$ cat config.mk
export PLATFORM = sky130hd
export DESIGN_NAME = muldiv_div_ctrl
export DESIGN_NICKNAME = d
export VERILOG_FILES = /design/src/rtl/muldiv_div_ctrl.sv
export SDC_FILE = /design/constraint.sdc
export NUM_CORES = 1
export LEC_CHECK = 0
export BUFFER_PORTS_ARGS = -buffer_cell sky130_fd_sc_hd__buf_2
export CORE_AREA = 4 4 177 179
export CTS_CLUSTER_SIZE = 12
export DETAILED_ROUTE_END_ITERATION = 10
export DIE_AREA = 0 0 181 183
export HOLD_SLACK_MARGIN = 0.05
export PLACE_DENSITY = 0.57
export RECOVER_POWER = 50
export SYNTH_ARGS = -nofsm -noshare
export SYNTH_HDL_FRONTEND = slang
export SYNTH_SLANG_ARGS = --single-unit
$ cat constraint.sdc
create_clock -name clk -period 2.35 [get_ports clk]
set_input_delay 0.1175 -clock clk [delete_from_list [all_inputs] [get_ports clk]]
set_output_delay 0.1175 -clock clk [all_outputs]
set_load 0.01 [all_outputs]
$ cat src/rtl/muldiv_div_ctrl.sv
// Divide/remainder sequencer between the issue stage and an iterative divider.
// Latches one operation, waits for the divider (or a watchdog), holds the result.
module muldiv_div_ctrl #(
  parameter int WDOG_LIMIT = 100
) (
  input  logic         clk,
  input  logic         reset,
  input  logic         req_valid,
  output logic         req_ready,
  input  logic [1:0]   req_op,
  input  logic         req_w,
  input  logic [63:0]  req_a,
  input  logic [63:0]  req_b,
  input  logic         flush,
  output logic         resp_valid,
  input  logic         resp_ready,
  output logic [63:0]  resp_data,
  output logic         resp_err,
  output logic         busy,
  output logic         div_valid,
  output logic [63:0]  div_a,
  output logic [63:0]  div_b,
  output logic         div_uors,
  output logic         div_w,
  input  logic         div_ok,
  input  logic [127:0] div_c
);

  localparam int CW = $clog2(WDOG_LIMIT + 1);

  typedef enum logic [1:0] {
    S_IDLE = 2'd0,
    S_RUN  = 2'd1,
    S_DONE = 2'd2
  } state_t;

  state_t r_state;
  state_t w_next;

  logic [1:0]    r_op;
  logic          r_w;
  logic [63:0]   r_a;
  logic [63:0]   r_b;
  logic [CW-1:0] r_cnt;
  logic [63:0]   r_data;
  logic          r_err;

  logic          w_accept;
  logic          w_capture;
  logic          w_timeout;
  logic          w_wdog_hit;
  logic [63:0]   w_field;
  logic [63:0]   w_res;

  // op[1] selects remainder, op[0] selects unsigned
  assign w_field = r_op[1] ? div_c[127:64] : div_c[63:0];
  assign w_res = r_w ? {{32{w_field[31]}}, w_field[31:0]} : w_field;
  assign w_wdog_hit = (r_cnt == CW'(WDOG_LIMIT - 1));

  assign div_a     = r_a;
  assign div_b     = r_b;
  assign div_w     = r_w;
  assign resp_data = r_data;
  assign resp_err  = r_err;

  always_ff @(posedge clk) begin
    if (reset) begin
      r_state <= S_IDLE;
    end else begin
      r_state <= w_next;
    end
  end

  always_comb begin
    w_next     = r_state;
    req_ready  = 1'b0;
    div_valid  = 1'b0;
    div_uors   = 1'b0;
    resp_valid = 1'b0;
    busy       = 1'b0;
    w_accept   = 1'b0;
    w_capture  = 1'b0;
    w_timeout  = 1'b0;
    unique case (r_state)
      S_IDLE: begin
        req_ready = 1'b1;
        if (req_valid && !flush) begin
          w_accept = 1'b1;
          w_next   = S_RUN;
        end
      end
      S_RUN: begin
        busy = 1'b1;
        // a kill wins over a completing divider
        if (flush) begin
          w_next = S_IDLE;
        end else begin
          div_valid = 1'b1;
          div_uors  = ~r_op[0];
          if (div_ok) begin
            w_capture = 1'b1;
            w_next    = S_DONE;
          end else if (w_wdog_hit) begin
            w_timeout = 1'b1;
            w_next    = S_DONE;
          end
        end
      end
      S_DONE: begin
        busy = 1'b1;
        if (flush) begin
          w_next = S_IDLE;
        end else begin
          resp_valid = 1'b1;
          if (resp_ready) begin
            w_next = S_IDLE;
          end
        end
      end
      default: begin
        w_next = S_IDLE;
      end
    endcase
  end

  always_ff @(posedge clk) begin
    if (reset) begin
      r_op   <= 2'd0;
      r_w    <= 1'b0;
      r_a    <= 64'd0;
      r_b    <= 64'd0;
      r_cnt  <= '0;
      r_data <= 64'd0;
      r_err  <= 1'b0;
    end else begin
      if (w_accept) begin
        r_op  <= req_op;
        r_w   <= req_w;
        r_a   <= req_a;
        r_b   <= req_b;
        r_cnt <= '0;
        r_err <= 1'b0;
      end else if (r_state == S_RUN) begin
        r_cnt <= r_cnt + CW'(1);
      end
      if (w_capture) begin
        r_data <= w_res;
        r_err  <= 1'b0;
      end else if (w_timeout) begin
        r_data <= 64'd0;
        r_err  <= 1'b1;
      end
    end
  end

endmodule

### Word-level counts from Yosys, hierarchy flattened

Index checks and enable logic that the tools add are counted.

| word-level totals | value |
|---|---|
| register bits | 205 |
| bits in latches | 0 |
| RAM bits | 0 |
| bits in read-only memories | 0 |
| bits of input ports | 265 |
| output and inout port bits | 199 |
| logic and storage cells | 54 |
| memories | 0 |

| cells by class | value |
|---|---|
| add/sub/neg operators | 1 |
| multipliers | 0 |
| div/mod/pow operators | 0 |
| $lt $le $gt $ge | 0 |
| equality and inequality tests | 6 |
| shift-type cells | 0 |
| muxes and demuxes | 29 |
| bitwise gates (word level) | 1 |
| reductions and logical operators | 9 |

Operators with widths:

| cell | number |
|---|---|
| $mux 64 | 4 |
| $mux 1 | 18 |
| $mux 2 | 6 |
| $add 7x1->7 const B | 1 |
| $eq 7x7->1 const B | 1 |
| $pmux 2 s3 | 1 |
| $reduce_or 2->1 | 3 |
| $ne 4x4->1 const B | 1 |
| $reduce_bool 2->1 | 2 |
| $ne 3x3->1 const B | 1 |
| $reduce_and 3->1 | 1 |
| $eq 2x1->1 const B | 1 |
| $eq 2x2->1 const B | 1 |
| $logic_not 2->1 | 1 |
| $ne 2x2->1 const B | 1 |
| $logic_and 1x1->1 | 1 |
| $logic_not 1->1 | 1 |
| $not 1->1 | 1 |

### Logic depth before layout (Yosys ltp)

| logic depth | value |
|---|---|
| depth in word-level cells | 7 |
| mapped depth | 9 |

### Worst setup path before layout

Ideal clock, no wire load.

| timing | value |
|---|---|
| kind | register to register |
| from | register r_state[0] |
| to | register r_b[10], in the netlist div_b[10] |
| library setup time | 0.132 ns |
| arrival time | 1.492 ns |
| data required time | 2.218 ns |
| slack | 0.726 ns |
| cell stages (with the launch flop) | 10 |
| path buffers | 3 |
| clock period less this slack | 1.624 ns |
| cells stage by stage | dfxtp_1 inv_1 ha_1 inv_1 or2_2 buf_2 buf_6 buf_6 nand2_1 a21oi_1 |

| on the way | value |
|---|---|
| word-level cells in the longest chain between the ends | 2 |

RTL lines:

| item | line | source |
|---|---|---|
| start: declaration | 37 | `state_t r_state;` |
| start signal: assignment | 70 | `r_state <= w_next;` |
| $logic_not 2->1 | 84 | `unique case (r_state)` |
| $mux 1 | 84 |  |
| end signal: assignment | 140 | `r_b <= req_b;` |
| end: declaration | 43 | `logic [63:0] r_b;` |

Every way passes these cells.
A chain may end at the register's enable or synchronous reset.

### Worst setup path in the final report

| timing | value |
|---|---|
| from | register r_state[0] |
| to | register r_err, in the netlist resp_err |

| on the way | value |
|---|---|
| word-level cells in the longest chain between the ends | 3 |

RTL lines:

| item | line | source |
|---|---|---|
| $eq 2x1->1 / $logic_not 2->1 (equally long branches) | 84 |  |
| $mux 1 | 84 |  |
| $mux 1 (tied with other cells) | 149 | `end else if (w_timeout) begin` |
| end signal: assignment | 142 | `r_err <= 1'b0;` |
| end signal: assignment | 148 | `r_err <= 1'b0;` |
| end signal: assignment | 151 | `r_err <= 1'b1;` |
| end: declaration | 46 | `logic r_err;` |

Several ways; a longest one is shown, not always the timed one.

==> results_dict.tcl <==
set metrics [dict create \
    path_cells "inv_1, ha_1, inv_1, or2_4, a22oi_1, a211oi_1, dlygate4sd3_1" \
    port_buffers 463 \
    crit_family "buffers and inverters" \
    cts_max_level 1 \
    rsz0062_at_grt "false" \
    first_pass_iters 4 \
    grt_pass1_wl_um 49500 \
    worst-path-buf-inv 3 \
    crit_top_cell "inv_1" \
    routabilityCongestion 0.899 \
    dpl.hpwl_um 20400 \
    clkLatencyLatePin_ns 0.51 \
    skew_ns 0.0126 \
    grt_max_degree 121 \
    max_stage_delay_ns 0.57 \
    clockBufferDepth 3 \
    ys_ff_latch 205 \
    setup_ws_ns 0.155 \
    synth_edf_count 0 \
    whs_ns 0.107 \
    dieHeight_um 183 \
    startpoint_type "flop" \
    timing.slew.headroom_pct 58.7 \
    cts.sinks 205 \
    r2r_start "r_state[0]" \
    min_path_type "primary input to flop" \
    insertedDiodeCount 0 \
    grt_overflow_total 0 \
    dieArea_um2 33100 \
    yosysSeqAreaShare_pct 50.8 \
    vias_per_cell 4.50 \
    endpoint "resp_err" \
    synth.distinct_cells 32 \
    crit_path_end_kind "flop" \
    r2r_end "resp_err" \
    syn_avg_cell_area_um2 9.18 \
    cp.required_ns 2.80 \
    preCtsSetupSlack_ns 0.507 \
    antenna_found_initial 0 \
    min_period_over_period_pct 93.4 \
    cts-root-buf "clkbuf_16" \
    drt_iter0_markers 301 \
    num_rows 63 \
    ys.warnings.count 0 \
    cts_tree "built" \
    path_clk_slew_ns 0.06 \
    tightestPinTransition_ns 0.619 \
    drc 0 \
    wire_per_inst_um 16.1 \
    start_util_pct 27.3 \
    drtAntennaViolNets 0 \
    startpoint "r_state[0]" \
    synthesis.nets 1149 \
    post-route-min-period_ns 2.20 \
    mostFrequentLayoutCells "266 x buf_2, 265 x nand2_1, 256 x dlygate4sd3_1, 204 x dfxtp_1, 202 x clkbuf_1" \
    vias 8923 \
    synthArstFlopShare_pct 0 \
    fmaxAchievable_ghz 0.456 \
    worstSetupPathType "flop to flop" \
    hold_violations 0 \
    placeableCoreArea_um2 29600 \
    drive_gt1_share_pct 22.9 \
    p_per_area_nw_per_um2 747 \
    stdcell_area_um2 13800 \
    cp_data_arrival_time_ns 2.64 \
    crit_cells 7 \
    worst_path_max_delay_cell "dlygate4sd3_1" \
    dieWidth_um 181 \
    ff2ff_path_depth 7 \
    cts_buffers 24 \
    r2r_slack_ns 0.15 \
    syn_to_final_growth_pct 70.9 \
    placed_area_um2 10700 \
    wl_um 31900 \
    final_nets 1843 \
    fin_util_pct 46.7 \
    grt_usage_pct 18.0 \
    grt_pass1_vias 9261 \
    layout_commonest_cell "buf_2" \
    p_leak_nw 5.42 \
    drv_slew 0 \
    fin_tns_setup_ns 0 \
    io_pins 464 \
    ys.flop_type "dfxtp_1" \
    peakVddDrop_v 0.000477 \
    finalSetupViolCount 0 \
    drv_cap 0 \
    status "complete, no violations" \
    netlist_area_um2 8080 \
    syn_inst 880 \
    critPathMaxFanout 26 \
]
-- through the flow --
step / std cells / total power, mW
after global placement: 1682 / 6.32
after global routing: 1981 / 10.9
after detailed placement: 1682 / 6.35
final: 1981 / 10.3
after floorplan: 880 / 5.40
after CTS: 1981 / 10.5
-- how the worst min path moves through the flow --
stage,to,depth (start not counted),from,slack [ns]
after floorplan,resp_err,1,div_ok,0.22
after global placement,r_op[1],3,req_op[1],0.35
after detailed placement,div_b[41],3,req_b[41],0.36
after CTS,resp_data[38],4,div_c[38],0.05
after global routing,resp_data[38],4,div_c[38],0.11
final,resp_data[38],4,div_c[38],0.11
-- logic make-up (layout without fill, tap and decap cells) --
kind of cell	Yosys count	count (layout)	synth area share, %
adder cells (fa/ha/maj)	4	4	0.620
AND/OR/NAND/NOR	321	321	16.8
multiplexers	34	34	4.21
AO/OA/AOI/OAI	234	234	21.3
buffers and inverters	76	787	5.64
XOR/XNOR	6	6	0.651
flip-flops	205	205	50.8
-- flip-flops by register name, summed over array words and instances, names as in the netlist --
| register | cells |
|---|---|
| div_a | 64 |
| div_b | 64 |
| resp_data | 64 |
| r_cnt | 7 |
| r_op | 2 |
| r_state | 2 |
| div_w | 1 |
| resp_err | 1 |
-- power breakdown --
part | internal, mW | switching, mW | leakage, nW | total (mW)
sequential | 3.84 | 0.202 | 1.67 | 4.04
clock | 2.18 | 1.47 | 0.382 | 3.65
combinational | 1.19 | 1.42 | 3.37 | 2.61
-- area by class of cell --
cell class / count / area, um2
Fill cell: 2837 / 15800
Tap cell: 390 / 488
Multi-Input combinational cell: 599 / 3520
Clock inverter: 8 / 75.1
Timing Repair Buffer: 739 / 4880
Inverter: 5 / 23.8
Clock buffer: 35 / 703
Sequential cell: 205 / 4110
-- cells in the mapped netlist (4+ instances only) --
library cell	count	share of area (%)
clkbuf_1	31	1.4
nor2_1	10	0.46
dfxtp_1	205	51
a21oi_1	131	8.1
o2bb2ai_1	34	3.7
ha_1	4	0.62
mux2i_1	34	4.2
a211oi_1	33	3.1
o2bb2ai_2	30	5.6
buf_6	18	2.5
inv_1	4	0.19
nand2_1	265	12
buf_2	21	1.3
nor2b_1	33	2.6
-- tightest hold or removal path, stage by stage --
cell,delay (ns)
buf_2,0.07
nor2b_1,0.18
a211oi_1,0.09
o2bb2ai_2,0.13
-- metal layers --
metal	global-route usage, %	routed length [um]	vias to the layer above
met2	32.2	15600	367
met3	4.82	2630	72
li1	-	-	4382
met1	20.5	12500	4102
met4	6.90	1160	0
met5	0	0	-
-- what timing repair did --
| action | 4_1_cts | 5_1_grt |
|---|---|---|
| hold buffers | 256 | 0 |
| buffers inserted | 0 | 0 |
| endpoints found under the hold margin | 198 | 0 |
| gates resized for setup | 0 | 0 |
Power figures use the tool's default switching activity.
